--- config.mk ---
export PLATFORM = sky130hd
export DESIGN_NAME = zigzag_dequantizer_pp
export DESIGN_NICKNAME = d
export VERILOG_FILES = /design/src/rtl/zigzag_dequantizer_pp.sv
export SDC_FILE = /design/constraint.sdc
export NUM_CORES = 1
export LEC_CHECK = 0
export ABC_CLOCK_PERIOD_IN_PS = 4200
export CAP_MARGIN = 30
export CORE_AREA = 8 8 78 80
export DETAILED_ROUTE_END_ITERATION = 12
export DIE_AREA = 0 0 86 88
export PLACE_DENSITY_LB_ADDON = 0.15
export SLEW_MARGIN = 5
export SYNTH_ARGS = -nofsm -noshare
export SYNTH_HDL_FRONTEND = slang
export SYNTH_SLANG_ARGS = --single-unit
--- constraint.sdc ---
create_clock -name clock -period 4.2 [get_ports clock]
set_clock_uncertainty 0.15 [all_clocks]
set_input_delay 1.26 -clock clock [delete_from_list [all_inputs] [get_ports clock]]
set_output_delay 1.26 -clock clock [all_outputs]
set_load 0.005 [all_outputs]
--- src/rtl/zigzag_dequantizer_pp.sv ---
// Zig-zag ordered coefficient dequantizer: power-of-two scaling with saturation,
// written into a ping-pong pair of 8x8 block banks released by the IDCT side.
module zigzag_dequantizer_pp #(
  parameter int IN_WIDTH   = 9,
  parameter int OUT_WIDTH  = 16,
  parameter int ADDR_WIDTH = 8,
  parameter int BASE_ADDR  = 0
) (
  input  logic                  clock,
  input  logic                  reset,
  input  logic                  in_valid,
  output logic                  in_ready,
  input  logic [IN_WIDTH-1:0]   in_data,
  input  logic [1:0]            quant_sel,
  output logic                  wr_en,
  output logic [ADDR_WIDTH-1:0] wr_addr,
  output logic [OUT_WIDTH-1:0]  wr_data,
  output logic                  block_done,
  input  logic                  bank_release,
  output logic [1:0]            bank_full,
  output logic                  overflow
);

  // Handshake: a coefficient transfers on a clock edge where in_valid & in_ready;
  // in_ready depends only on the fill state of the bank being written.

  localparam int EXT_W = OUT_WIDTH + 6;
  localparam logic [ADDR_WIDTH-1:0] BASE = ADDR_WIDTH'(BASE_ADDR);
  localparam logic [OUT_WIDTH-1:0] SAT_MAX = {1'b0, {(OUT_WIDTH-1){1'b1}}};
  localparam logic [OUT_WIDTH-1:0] SAT_MIN = {1'b1, {(OUT_WIDTH-1){1'b0}}};

  logic [5:0]            k_q, k_d;
  logic [2:0]            row_q, row_d, col_q, col_d;
  logic                  wr_bank_q, wr_bank_d, rd_bank_q, rd_bank_d;
  logic [1:0]            bank_full_q, bank_full_d;
  logic [1:0]            qsel_q, qsel_d;
  logic                  wr_en_q, wr_en_d;
  logic [ADDR_WIDTH-1:0] wr_addr_q, wr_addr_d;
  logic [OUT_WIDTH-1:0]  wr_data_q, wr_data_d;
  logic                  block_done_q, block_done_d;
  logic                  overflow_q, overflow_d;

  logic                  accept, last_beat, release_ok;
  logic [1:0]            mode_eff;
  logic [3:0]            diag;
  logic [2:0]            shift_amt;
  logic [EXT_W-1:0]      ext, shifted;
  logic [6:0]            hi;
  logic                  pos_ovf, neg_ovf;
  logic [2:0]            row_step, col_step;

  function automatic logic [2:0] shift_for(input logic [1:0] mode, input logic [3:0] d);
    logic [2:0] s;
    s = 3'd0;
    if (mode == 2'd0) begin
      if (d == 4'd0)       s = 3'd3;
      else if (d == 4'd1)  s = 3'd2;
      else if (d <= 4'd3)  s = 3'd3;
      else if (d <= 4'd5)  s = 3'd4;
      else if (d <= 4'd7)  s = 3'd5;
      else                 s = 3'd6;
    end else if (mode == 2'd1) begin
      if (d == 4'd0)       s = 3'd3;
      else if (d <= 4'd3)  s = 3'd1;
      else if (d <= 4'd5)  s = 3'd2;
      else if (d <= 4'd7)  s = 3'd3;
      else if (d <= 4'd10) s = 3'd4;
      else                 s = 3'd5;
    end
    return s;
  endfunction

  assign in_ready   = ~bank_full_q[wr_bank_q];
  assign accept     = in_valid & in_ready;
  assign last_beat  = (k_q == 6'd63);
  assign release_ok = bank_release & bank_full_q[rd_bank_q];
  assign mode_eff   = (k_q == 6'd0) ? quant_sel : qsel_q;
  assign diag       = {1'b0, row_q} + {1'b0, col_q};
  assign shift_amt  = shift_for(mode_eff, diag);

  // The extended width leaves room for the largest shift, so any clamp shows up
  // as the bits above the output sign bit disagreeing.
  assign ext     = {{(EXT_W-IN_WIDTH){in_data[IN_WIDTH-1]}}, in_data};
  assign shifted = ext << shift_amt;
  assign hi      = shifted[EXT_W-1:OUT_WIDTH-1];
  assign pos_ovf = ~hi[6] & (|hi);
  assign neg_ovf = hi[6] & ~(&hi);

  always_comb begin
    row_step = row_q;
    col_step = col_q;
    if (!diag[0]) begin
      if (row_q == 3'd0 && col_q != 3'd7) col_step = col_q + 3'd1;
      else if (col_q == 3'd7)             row_step = row_q + 3'd1;
      else begin
        row_step = row_q - 3'd1;
        col_step = col_q + 3'd1;
      end
    end else begin
      if (col_q == 3'd0 && row_q != 3'd7) row_step = row_q + 3'd1;
      else if (row_q == 3'd7)             col_step = col_q + 3'd1;
      else begin
        row_step = row_q + 3'd1;
        col_step = col_q - 3'd1;
      end
    end
  end

  always_comb begin
    k_d          = k_q;
    row_d        = row_q;
    col_d        = col_q;
    wr_bank_d    = wr_bank_q;
    rd_bank_d    = rd_bank_q;
    bank_full_d  = bank_full_q;
    qsel_d       = qsel_q;
    wr_en_d      = 1'b0;
    wr_addr_d    = wr_addr_q;
    wr_data_d    = wr_data_q;
    block_done_d = 1'b0;
    overflow_d   = overflow_q;

    if (accept) begin
      wr_en_d      = 1'b1;
      wr_addr_d    = BASE + ADDR_WIDTH'({wr_bank_q, row_q, col_q});
      qsel_d       = mode_eff;
      block_done_d = last_beat;
      if (pos_ovf)      wr_data_d = SAT_MAX;
      else if (neg_ovf) wr_data_d = SAT_MIN;
      else              wr_data_d = shifted[OUT_WIDTH-1:0];
      overflow_d = overflow_q | pos_ovf | neg_ovf;
      if (last_beat) begin
        k_d                    = 6'd0;
        row_d                  = 3'd0;
        col_d                  = 3'd0;
        bank_full_d[wr_bank_q] = 1'b1;
        wr_bank_d              = ~wr_bank_q;
      end else begin
        k_d   = k_q + 6'd1;
        row_d = row_step;
        col_d = col_step;
      end
    end

    // A release only ever targets a full bank, so it never collides with the set above.
    if (release_ok) begin
      bank_full_d[rd_bank_q] = 1'b0;
      rd_bank_d              = ~rd_bank_q;
    end
  end

  always_ff @(posedge clock) begin
    if (reset) begin
      k_q          <= 6'd0;
      row_q        <= 3'd0;
      col_q        <= 3'd0;
      wr_bank_q    <= 1'b0;
      rd_bank_q    <= 1'b0;
      bank_full_q  <= 2'b00;
      qsel_q       <= 2'd0;
      wr_en_q      <= 1'b0;
      wr_addr_q    <= BASE;
      wr_data_q    <= '0;
      block_done_q <= 1'b0;
      overflow_q   <= 1'b0;
    end else begin
      k_q          <= k_d;
      row_q        <= row_d;
      col_q        <= col_d;
      wr_bank_q    <= wr_bank_d;
      rd_bank_q    <= rd_bank_d;
      bank_full_q  <= bank_full_d;
      qsel_q       <= qsel_d;
      wr_en_q      <= wr_en_d;
      wr_addr_q    <= wr_addr_d;
      wr_data_q    <= wr_data_d;
      block_done_q <= block_done_d;
      overflow_q   <= overflow_d;
    end
  end

  assign wr_en      = wr_en_q;
  assign wr_addr    = wr_addr_q;
  assign wr_data    = wr_data_q;
  assign block_done = block_done_q;
  assign bank_full  = bank_full_q;
  assign overflow   = overflow_q;

endmodule

Word-level counts from Yosys, hierarchy flattened --
Index checks and enable logic that the tools add are counted. W data, S select, Z words.
Word-level totals: bits in registers 44, latch bits 0, bits in writable memories 0, bits in read-only memories 0, bits of input ports 15, output and inout port bits 30, memories 0
Operators by class: $add $sub $neg 6, multipliers 0, div/mod/pow operators 0, order comparisons 8, equal/unequal tests 11, shift operators 1, multiplexer cells 40, bitwise operators 15, reductions and logical operators 15
Operators by type and width (number):
- $mux W3 | 21
- $mux W16 | 2
- $shl A22 B3 Y22 | 1
- $mux W2 | 6
- $ne A3 B3 Y1 const B | 4
- $le A4 B3 Y1 const B | 2
- $mux W1 | 8
- $ne A4 B4 Y1 const B | 2
- $reduce_and A7 Y1 | 1
- $reduce_or A7 Y1 | 1
- $add A3 B1 Y3 const B | 2
- $add A6 B1 Y6 const B | 1
- $eq A3 B3 Y1 const B | 2
- $eq A6 B6 Y1 const B | 1
- $logic_not A3 Y1 | 2
- $logic_not A6 Y1 | 1
- $mux W6 | 1
- $not A1 Y1 | 6
- $reduce_and A3 Y1 | 2
- $sub A3 B1 Y3 const B | 2
- $add A3 B3 Y4 | 1
- $and A1 B1 Y1 | 4
- $eq A4 B1 Y1 const B | 1
- $le A4 B2 Y1 const B | 1
- other kinds (14) | 21

Depth between registers and ports, before layout --
word-level depth 15, mapped depth 11, mapped depth without buffers 9

Least setup slack after synthesis --
No wires, ideal clock.
path kind input-to-reg, start point in quant_sel[0], end point reg wr_data_q[4], in the netlist wr_data[4], setup time 120 ps, arrival 2734 ps, required time 3930 ps, setup slack 1196 ps, cell stages on the path 7, buffers on the path 1, path through nand3_1 -> a211oi_2 -> o31a_1 -> buf_6 -> mux2_4 -> o211a_1 -> o31a_1
On the way: cells in the longest elaborated chain, start to end 10, elaborated cells between the ends (all ways) 14, classes of those cells eq/ne (1); shift (1); mux (5); bitwise (4); reduce/logical (3)
Ends and longest elaborated chain:
- start, declared | line 14 | input logic [1:0] quant_sel,
- $mux W2 (*) | line 77 | assign mode_eff = (k_q == 6'd0) ? quant_sel : qsel_q;
- $eq A2 B1 Y1 | line 62 | end else if (mode == 2'd1) begin
- $mux W3 | line 62
- $mux W3 (*) | line 55 | if (mode == 2'd0) begin
- $shl A22 B3 Y22 (*) | line 84 | assign shifted = ext << shift_amt;
- $reduce_and A7 Y1 | line 87 | assign neg_ovf = hi[6] & ~(&hi);
- $not A1 Y1 | line 87
- $and A1 B1 Y1 | line 87
- $mux W16 | line 129 | else if (neg_ovf) wr_data_d = SAT_MIN;
- $mux W16 (*) | line 128 | if (pos_ovf) wr_data_d = SAT_MAX;
- end signal, assigned | line 176 | wr_data_q <= wr_data_d;
- end, declared | line 39 | logic [OUT_WIDTH-1:0] wr_data_q, wr_data_d;
Every way passes the cells marked *; elsewhere a longest branch is shown, timed or not. A chain may end at the register's enable or synchronous reset.

Final worst setup path --
start point in quant_sel[0], end point reg wr_data_q[5], in the netlist wr_data[5]
Same word-level chain as after synthesis.

==> run metrics <==
fin nets=approximately 380; Setup violations, final=0; vias in the first global route=2124; Synth-to-Final Area Change=23.3%; Fmax=between 200 and 300 MHz; FF+latch count, synth=43; Initial Utilization=51.1%; Die Wd=~86 um; root buffer cell=clkbuf_8; Gate Count Post-Synth=307; max_slew headroom=53.2%; switching portion of total power=41.4%; Placed Cells=408; CTS resizes=0; DRT Pass-1 Iters=4; routability congestion estimate=0.928; I/O pins=between 40 and 50; worst reg2reg path depth=10; top-count cell post-synth=dfxtp_1; Layout fillers=455; Final Instance Count excl. Fillers=416; port bufs=42; H-tree depth=2; critical path data required time=approximately 4.3 ns; Synth cell types=54; TNS Setup=0 ns; Synth Cell Area=around 2500 sq um; Post-synth EDFFs=0; met1 layer usage reported by global route=between 10% and 20%; synth top area cells=dfxtp_1 34%, ha_1 8.0%, nor2_1 5.7%; first-pass GRT wire length=9.96 mm; Reg power frac=between 20% and 30%; dominant cell type by area after synthesis=dfxtp_1; Worst-path clk slew=0.08 ns; VDD IR max=0.536 mV; Routed Antenna Nets=0; Clk network pwr share=16.9%; total power=1930 uW; type of the worst min-delay path=flip-flop to flip-flop; sequential element share of the synthesized area=34.3%; unrepaired setup endpoints after global routing=no; CTS tree=yes; post-synth top area share=34.3%; Setup Fix Bufs, Post-CTS=0; Hold Violations, Final=0; DRT Wirelength=slightly above 6 mm; met3 usage=between 4 and 5%; Least-Margin Pin Slew=~0.70 ns; critical path type=input pin to flip-flop; CP endpoint kind=flip-flop; chip height=88 um; max-cap violation count=0; initial antenna violation count=0; sw power=800 uW; CTS buffer count=5; Core ar.=4910 sq um; Clock Tree Buf Depth=2; top_reg_cell synth=dfxtp_1; Iter 0 DRT Violations=~170; Synth top cells by count=43 x dfxtp_1, 38 x nor2_1, 28 x nand2_1, 26 x a21oi_1, 17 x inv_1; Final period util=84.6%; Hold Path Cell Cnt=2; Wirelength per Cell=between 10 and 15 um; CTS Hold Bufs=0; critical path launch point type=input pin; HPWL after detailed placement=4.37 mm; yosys warns=0; via count=2296; asr flop ratio synth=0%; Slew Viols, Final=0; Rows=26; die area=7570 sq um; insertion delay to the later sink of the worst-skew pair=0.29 ns; total track usage=16.2%; Tmin final=3.55 ns; Comb pwr share=between 50% and 60%; # DRC=0; Pint=between 1000 and 1500 uW; GRT overflow=0; GR Layer Usage met2=27.7%; Critical Path AT=3.61 ns; leakage power=0.00120 uW; PD cells=between 600 and 700 nW/um^2; share of post-route cells with drive strength above 1=approximately 6.6%; syn avg cell area=between 8 and 9 sq um; TritonCTS Sinks=43; via/cell ratio=5.52; maximum fanout along the worst path=11; most used routing layer=met2; largest net degree at the start of global routing=between 40 and 50; diodes inserted=0; outcome=complete, no violations
-- power by group through the flow --
stage / registers, uW / logic (uW) / clock network [uW]
after global placement: 560 / 1020 / 0
after detailed placement: 562 / 1040 / 0
after CTS: 552 / 1050 / 332
final: 551 / 1050 / 326
after global routing: 562 / 1190 / 350
after floorplan: 549 / 794 / 0
-- placed cells by master, fill, tap and decap left out, types with 3 or more instances in the layout --
master,n
nor4_1,3
o31a_1,3
xor2_1,4
nor2_1,38
nand4_1,3
xnor2_1,3
nand2_1,28
ha_1,16
dfxtp_1,43
inv_1,17
a211oi_1,4
a22oi_1,3
and3_1,3
buf_4,6
o21ai_0,9
a21oi_1,26
clkbuf_8,5
nand2b_1,5
o311ai_0,5
mux2i_1,5
clkdlybuf4s50_1,42
o211ai_1,9
a31oi_1,5
nor3_1,11
nand3_1,11
-- logic make-up after synthesis --
kind of cell	after synthesis	synth area share [%]
other	1	0.149
multiplexers	9	4.84
AO/OA/AOI/OAI	84	23.1
buffers and inverters	35	5.94
adder cells (fa/ha/maj)	17	8.78
XOR/XNOR	7	2.44
AND/OR/NAND/NOR	111	20.4
flip-flops	43	34.3
-- per-layer routing --
| layer | vias to the layer above | part of all wire (%) |
|---|---|---|
| li1 | 1175 | - |
| met1 | 1059 | 45 |
| met2 | 56 | 48 |
| met3 | 6 | 6.8 |
| met4 | 0 | 0.89 |
| met5 | - | 0 |
-- cell type report --
cell class | instances | area, sq um | area share [%]
sequential | 43 | 861 | 27.8
tap | 70 | 87.6 | 2.83
inverter | 17 | 63.8 | 2.06
clock inverter | 3 | 43.8 | 1.42
multi-input combinational | 230 | 1500 | 48.6
clock buffer | 5 | 68.8 | 2.22
timing repair buffer | 48 | 465 | 15.0
-- registers in the layout, summed over array words and instances (netlist names) --
register    flops
block_done      1
qsel_q          2
wr_data        16
wr_en           1
bank_full       2
rd_bank_q       1
col_q           3
wr_addr         7
wr_bank_q       1
row_q           3
k_q             6
-- path summary, 6_finish.rpt --
kind,startpoint,end,slack [ns]
max,quant_sel[0],wr_data[5],0.65
min,wr_data[2],wr_data[2],0.31
max reg2reg,row_q[0],wr_data[5],0.79
min reg2reg,wr_data[2],wr_data[2],0.31
-- through the flow --
step	setup slack (ns)	utilization (%)	area (sq um)	hold WS, ns
floorplan	1.20	-	2510	0.298
global placement	0.475	60.7	2980	0.293
detailed placement	0.399	60.7	2980	0.302
CTS	0.671	63.0	3090	0.315
global route	0.446	63.0	3090	0.340
finish	0.647	63.0	3090	0.307
-- worst max-delay path: stages --
cell	delay, ns
clkdlybuf4s50_1	0.50
nand3_1	0.15
a211oi_2	0.37
o31a_1	0.45
buf_4	0.26
mux2i_1	0.28
a32oi_1	0.09
a211oi_1	0.25
Note: power is estimated with default switching activity, not from simulation.
